File: config.mk
export PLATFORM = sky130hd
export DESIGN_NAME = mix_in_sched
export DESIGN_NICKNAME = d
export VERILOG_FILES = /design/src/rtl/mix_io_pkg.sv /design/src/rtl/rr_arbiter.sv /design/src/rtl/mix_in_sched.sv
export SDC_FILE = /design/constraint.sdc
export NUM_CORES = 1
export LEC_CHECK = 0
export ABC_AREA = 1
export BUFFER_PORTS_ARGS = -buffer_cell sky130_fd_sc_hd__buf_4
export CAP_MARGIN = 20
export CORE_ASPECT_RATIO = 1.2
export CORE_MARGIN = 2
export CORE_UTILIZATION = 30
export DETAILED_ROUTE_END_ITERATION = 8
export GPL_TIMING_DRIVEN = 0
export PLACE_DENSITY = 0.63
export SETUP_SLACK_MARGIN = 0.1
export SLEW_MARGIN = 0
export SYNTH_ARGS = -nofsm -noshare
export SYNTH_HDL_FRONTEND = slang
export SYNTH_SLANG_ARGS = --single-unit
File: constraint.sdc
create_clock -name clk -period 6 [get_ports clk]
set_clock_uncertainty 0.2 [all_clocks]
set_input_delay 1.2 -clock clk [delete_from_list [all_inputs] [get_ports clk]]
set_output_delay 1.2 -clock clk [all_outputs]
set_load 0.03 [all_outputs]
File: src/rtl/mix_io_pkg.sv
// Shared constants and types for the MIX input-unit scheduler.
package mix_io_pkg;

    localparam int unsigned MIX_AW = 12;
    localparam int unsigned MIX_WW = 30;

    // MIX F-field unit numbers reachable through a 4-bit unit field
    localparam logic [3:0] UNIT_TAPE0 = 4'd0;
    localparam logic [3:0] UNIT_TAPE7 = 4'd7;
    localparam logic [3:0] UNIT_DISK0 = 4'd8;
    localparam logic [3:0] UNIT_DISK7 = 4'd15;

    typedef enum logic [1:0] {
        StIdle,
        StWrite,
        StGap
    } store_state_e;

endpackage

File: src/rtl/rr_arbiter.sv
// Round-robin arbiter: one-hot grant to the first requester at or above the pointer.
// MIX_IN_FIXED_PRIO_EN selects fixed priority (lowest index wins, pointer ignored).
module rr_arbiter #(
    parameter int unsigned N  = 4,
    parameter int unsigned PW = 2
) (
    input  logic [N-1:0]  i_req,
    input  logic [PW-1:0] i_ptr,
    output logic [N-1:0]  o_gnt
);

`ifdef MIX_IN_FIXED_PRIO_EN
    logic w_found;
    logic w_unused_ptr;

    assign w_unused_ptr = ^i_ptr;

    always_comb begin
        o_gnt   = '0;
        w_found = 1'b0;
        for (int k = 0; k < int'(N); k++) begin
            if (!w_found && i_req[k]) begin
                o_gnt[k] = 1'b1;
                w_found  = 1'b1;
            end
        end
    end
`else
    logic [2*N-1:0] w_dbl;
    logic [PW-1:0]  w_off;
    logic [PW:0]    w_sum;
    logic [PW-1:0]  w_win;
    logic           w_found;
    logic           w_unused_hi;

    // Rotating the doubled vector puts the pointer position at bit 0
    assign w_dbl       = {i_req, i_req} >> i_ptr;
    assign w_unused_hi = ^w_dbl[2*N-1:N];

    always_comb begin
        w_off   = '0;
        w_found = 1'b0;
        for (int k = 0; k < int'(N); k++) begin
            if (!w_found && w_dbl[k]) begin
                w_off   = PW'(k);
                w_found = 1'b1;
            end
        end
        w_sum = {1'b0, i_ptr} + {1'b0, w_off};
        if (w_sum >= (PW + 1)'(N)) begin
            w_sum = w_sum - (PW + 1)'(N);
        end
        w_win = w_sum[PW-1:0];
        o_gnt = w_found ? (N'(1) << w_win) : '0;
    end
`endif

endmodule

File: src/rtl/mix_in_sched.sv
// MIX IN-instruction scheduler: unit dispatch/resume plus shared memory write-port arbitration.
// Define MIX_IN_FIXED_PRIO_EN for fixed-priority store arbitration instead of round robin.
module mix_in_sched
    import mix_io_pkg::*;
#(
    parameter int unsigned NUNITS = 4,
    parameter int unsigned AW     = MIX_AW,
    parameter int unsigned WW     = MIX_WW
) (
    input  logic                 clk,
    input  logic                 reset,
    input  logic                 start,
    input  logic [3:0]           unit,
    input  logic [AW-1:0]        addressin,
    output logic                 stop,
    output logic                 unit_err,
    input  logic                 cpu_hold,
    output logic [NUNITS-1:0]    u_start,
    output logic [AW-1:0]        u_address,
    input  logic [NUNITS-1:0]    u_stop,
    input  logic [NUNITS-1:0]    u_request,
    input  logic [NUNITS*AW-1:0] u_addr,
    input  logic [NUNITS*WW-1:0] u_word,
    output logic [NUNITS-1:0]    u_store,
    output logic                 mem_we,
    output logic [AW-1:0]        mem_addr,
    output logic [WW-1:0]        mem_data
);

    localparam int unsigned PW = (NUNITS > 1) ? $clog2(NUNITS) : 1;

    logic [NUNITS-1:0] r_u_start;
    logic [AW-1:0]     r_u_address;
    logic              r_stop;
    logic              r_unit_err;
    logic              r_pend_valid;
    logic [PW-1:0]     r_pend_unit;
    logic              w_unit_ok;
    logic [PW-1:0]     w_unit_idx;

    assign w_unit_ok  = 32'(unit) < NUNITS;
    assign w_unit_idx = unit[PW-1:0];

    always_ff @(posedge clk or negedge reset) begin
        if (!reset) begin
            r_u_start    <= '0;
            r_u_address  <= '0;
            r_stop       <= 1'b0;
            r_unit_err   <= 1'b0;
            r_pend_valid <= 1'b0;
            r_pend_unit  <= '0;
        end else begin
            r_u_start  <= '0;
            r_stop     <= 1'b0;
            r_unit_err <= 1'b0;
            if (start) begin
                // A new IN replaces any pending one; the old unit's resume is dropped
                if (w_unit_ok) begin
                    r_u_start    <= NUNITS'(1) << w_unit_idx;
                    r_u_address  <= addressin;
                    r_pend_valid <= 1'b1;
                    r_pend_unit  <= w_unit_idx;
                end else begin
                    r_unit_err   <= 1'b1;
                    r_stop       <= 1'b1;
                    r_pend_valid <= 1'b0;
                end
            end else if (r_pend_valid && u_stop[r_pend_unit]) begin
                r_stop       <= 1'b1;
                r_pend_valid <= 1'b0;
            end
        end
    end

    assign u_start   = r_u_start;
    assign u_address = r_u_address;
    assign stop      = r_stop;
    assign unit_err  = r_unit_err;

    store_state_e      r_state;
    logic              r_mem_we;
    logic [NUNITS-1:0] r_u_store;
    logic [AW-1:0]     r_mem_addr;
    logic [WW-1:0]     r_mem_data;
    logic [PW-1:0]     w_ptr;
    logic [NUNITS-1:0] w_gnt;
    logic [PW-1:0]     w_win_idx;
    logic [AW-1:0]     w_win_addr;
    logic [WW-1:0]     w_win_word;

`ifdef MIX_IN_FIXED_PRIO_EN
    logic w_unused_idx;

    assign w_ptr        = '0;
    assign w_unused_idx = ^w_win_idx;
`else
    logic [PW-1:0] r_ptr;
    logic [PW-1:0] r_g;

    assign w_ptr = r_ptr;
`endif

    rr_arbiter #(
        .N  (NUNITS),
        .PW (PW)
    ) u_arb (
        .i_req (u_request),
        .i_ptr (w_ptr),
        .o_gnt (w_gnt)
    );

    always_comb begin
        w_win_idx  = '0;
        w_win_addr = '0;
        w_win_word = '0;
        for (int i = 0; i < int'(NUNITS); i++) begin
            if (w_gnt[i]) begin
                w_win_idx  = PW'(i);
                w_win_addr = u_addr[i*AW +: AW];
                w_win_word = u_word[i*WW +: WW];
            end
        end
    end

    always_ff @(posedge clk or negedge reset) begin
        if (!reset) begin
            r_state    <= StIdle;
            r_mem_we   <= 1'b0;
            r_u_store  <= '0;
            r_mem_addr <= '0;
            r_mem_data <= '0;
`ifndef MIX_IN_FIXED_PRIO_EN
            r_ptr      <= '0;
            r_g        <= '0;
`endif
        end else begin
            unique case (r_state)
                StIdle: begin
                    if ((|u_request) && !cpu_hold) begin
                        r_mem_we   <= 1'b1;
                        r_u_store  <= w_gnt;
                        r_mem_addr <= w_win_addr;
                        r_mem_data <= w_win_word;
`ifndef MIX_IN_FIXED_PRIO_EN
                        r_g        <= w_win_idx;
`endif
                        r_state    <= StWrite;
                    end
                end
                StWrite: begin
                    r_mem_we  <= 1'b0;
                    r_u_store <= '0;
`ifndef MIX_IN_FIXED_PRIO_EN
                    r_ptr     <= (r_g == PW'(NUNITS - 1)) ? '0 : r_g + PW'(1);
`endif
                    r_state   <= StGap;
                end
                // Idle cycle so the granted unit can drop its request
                StGap:   r_state <= StIdle;
                default: r_state <= StIdle;
            endcase
        end
    end

    assign mem_we   = r_mem_we;
    assign u_store  = r_u_store;
    assign mem_addr = r_mem_addr;
    assign mem_data = r_mem_data;

endmodule

==> results.py <==
metrics = {
    "logic_synthesis": {
        "yosys_warnings": 0,
        "ys_ff_latch": 74,
        "syn_nets": 905,
        "seq_area_frac_synth_pct": 37.6,
        "syn_area_um2": 4930,
        "yosysUniqueCellTypes": 28,
        "netlist_instances": 707,
        "synth_area_per_cell_um2": 6.97,
    },
    "route": {
        "via_per_inst": 4.42,
        "drtIter0Drc": 193,
        "ant_nets": 0,
        "num_vias": 5285,
        "wl_per_cell_um": 14.2,
        "drtPass1Iterations": 5,
        "drt_wl_total_um": 16900,
        "drc": 0,
    },
    "placed_design": {
        "numPortBuffers": 260,
        "place.gp.congestion": 0.817,
        "pre_cts_ws_ps": 1880,
        "hpwl_um": 13200,
    },
    "job": {
        "cap_violations": 0,
    },
    "layout": {
        "n_fill_cell": 1682,
        "final_common_cell": "nand2_1",
        "diodes": 0,
        "fin_nets": 1177,
        "final_cell_mix": "320 x nand2_1, 261 x buf_4, 74 x dfrtp_1",
        "final_core_util_pct": 46.4,
        "drive_gt1_share_pct": 38.6,
        "syn_to_final_growth_pct": 51.9,
    },
    "floorplanning": {
        "io-pin-count": 261,
        "start_util_pct": 30.5,
        "die_h_um": 144,
        "die_x_um": 121,
        "dieArea_um2": 17500,
        "row_count": 51,
        "core_um2": 16100,
    },
    "clock_tree": {
        "cts.sinks": 74,
        "numCtsBuffers": 9,
        "cts_buffer_depth": 2,
        "post_cts_buffers": 0,
        "cts_tree": "built",
        "cts_hold_buffers": 0,
        "cts_htree_levels": 3,
        "clk_pin_slew_ps": 60,
        "ctsResizeCount": 0,
        "clk_latency_ps": 340,
        "root_buffer": "clkbuf_16",
    },
    "setup_path": {
        "critPathLaunchType": "input port",
        "crit_path_top_delay_cell": "a21oi_1",
        "cp_max_fo": 10,
        "cp-end-kind": "register",
        "crit_path_frequent_cell": "nand2_1",
        "max_stage_delay_ps": 750,
        "critPathKind": "in -> reg",
        "worstPathArrival_ps": 3760,
        "crit_chain": "buf_4, nand2_1, nand3_1, nand2_1, nand3_1, a21boi_0, ha_1, a21oi_1, clkbuf_1, o21ai_0, nand2_1, nand2_1, nand2_1",
        "critical_path_required_ps": 6070,
    },
    "power": {
        "power_density_nw_per_um2": 604,
        "ir_drop_mv": 0.244,
        "p_leak_nw": 4.14,
    },
    "grt": {
        "grt_max_degree": 75,
        "grt_pass1_vias": 4969,
        "grt_overflow": 0,
        "grt_pass1_wl_um": 25300,
        "grt_usage_pct": 18.7,
        "antenna_found_initial": 0,
    },
    "timing": {
        "hold_violations": 0,
        "tightest_slew_ps": 961,
        "finalSetupTns_ps": 0,
        "period_share_pct": 61.4,
        "min_period_ps": 3680,
        "relSlewSlack_pct": 35.9,
        "slew_violations": 0,
        "fmax_mhz": 271,
        "setup_viol": 0,
        "post-route-worst-setup-slack_ps": 2320,
        "rsz0062_at_grt": "false",
    },
    "worst_hold_path": {
        "hp-class": "reg -> reg",
    },
    "outcome": {
        "status": "finished clean",
    },
}
## cells by family (layout without fill, tap and decap cells)
group	count (synthesis)	in the layout	synth area share, %
fa+ha+maj	2	2	0.508
buf+inv	95	372	10.9
simple gates	480	480	44.9
compound gates	55	55	5.84
flops	74	74	37.6
xor+xnor	1	1	0.330
## power breakdown
group / switching [mW] / leakage (nW) / internal [mW] / total, mW
Clock: 0.232 / 0.150 / 0.338 / 0.570
Sequential: 0.0999 / 0.937 / 0.677 / 0.776
Combinational: 2.02 / 3.06 / 1.15 / 3.18
Total: 2.35 / 4.14 / 2.17 / 4.52
## worst paths after layout
path / slack (ps) / start / endpoint / depth (start not counted)
max in group asynchronous: 4420 / reset / mem_data[10] / 2
min in group asynchronous: 590 / reset / mem_addr[0] / 1
min reg2reg: 270 / r_state[1] / r_state[1] / 1
max: 2320 / u_request[1] / mem_addr[7] / 13
min: 270 / r_state[1] / r_state[1] / 1
max reg2reg: 2750 / r_ptr[0] / mem_addr[7] / 13
## layout make-up
class	instances	area [um2]	area share, %
Buffer	36	314	4.20
Clock buffer	10	239	3.19
Clock inverter	6	72.6	0.970
Inverter	59	221	2.96
Multi-Input combinational cell	538	2540	33.9
Sequential cell	74	1850	24.7
Tap cell	212	265	3.54
Timing Repair Buffer	261	1980	26.5
## per-layer routing
metal	track usage [%]	vias up	part of all wire, %
li1	-	2721	-
met5	0	-	0
met4	6.98	0	2.1
met2	33.4	180	51
met3	4.46	24	7.3
met1	21.6	2360	40
## critical path: cells and delay by family
family / cells / cell delay (ps)
compound gates: 3 / 1160
buf+inv: 2 / 570
simple gates: 7 / 540
fa+ha+maj: 1 / 290
## registers in the layout, indices dropped and copies added (netlist names), 4 cells and up
register and cells:
u_address 12, mem_addr 12, u_store 4, u_start 4, mem_data 30
## cell usage after synthesis
| master | instances | area (um2) |
|---|---|---|
| buf_6 | 12 | 135 |
| xor2_2 | 1 | 16.3 |
| a21boi_0 | 1 | 7.51 |
| nand2_1 | 320 | 1200 |
| clkbuf_1 | 11 | 41.3 |
| a32o_1 | 1 | 10.0 |
| ha_1 | 2 | 25.0 |
| buf_12 | 4 | 80.1 |
| nor2_2 | 30 | 188 |
| o31ai_1 | 1 | 7.51 |
| clkbuf_2 | 3 | 15.0 |
| nor3_1 | 1 | 5.00 |
| nor2_1 | 62 | 233 |
| nand2_8 | 1 | 20.0 |
| buf_8 | 1 | 15.0 |
| nand4_1 | 3 | 18.8 |
| o211ai_1 | 1 | 7.51 |
| nor2_8 | 1 | 20.0 |
| buf_2 | 4 | 20.0 |
| a21oi_1 | 2 | 10.0 |
| inv_1 | 56 | 210 |
| dfrtp_1 | 74 | 1850 |
| inv_2 | 3 | 11.3 |
| nand3_2 | 38 | 380 |
| nand2_4 | 4 | 45.0 |
| buf_4 | 1 | 7.51 |
| nand3_1 | 20 | 100 |
| o21ai_0 | 49 | 245 |
## metrics by stage
| stage | power [mW] | cell area (um2) | std cells | hold slack, ps |
|---|---|---|---|---|
| floorplan | 3.03 | 4930 | 707 | 232 |
| global placement | 3.99 | 7140 | 1179 | 251 |
| detailed placement | 4.01 | 7140 | 1179 | 263 |
| CTS | 4.60 | 7460 | 1195 | 271 |
| global route | 4.91 | 7480 | 1196 | 297 |
| finish | 4.52 | 7480 | 1196 | 272 |
(Power assumes the default switching activity.)
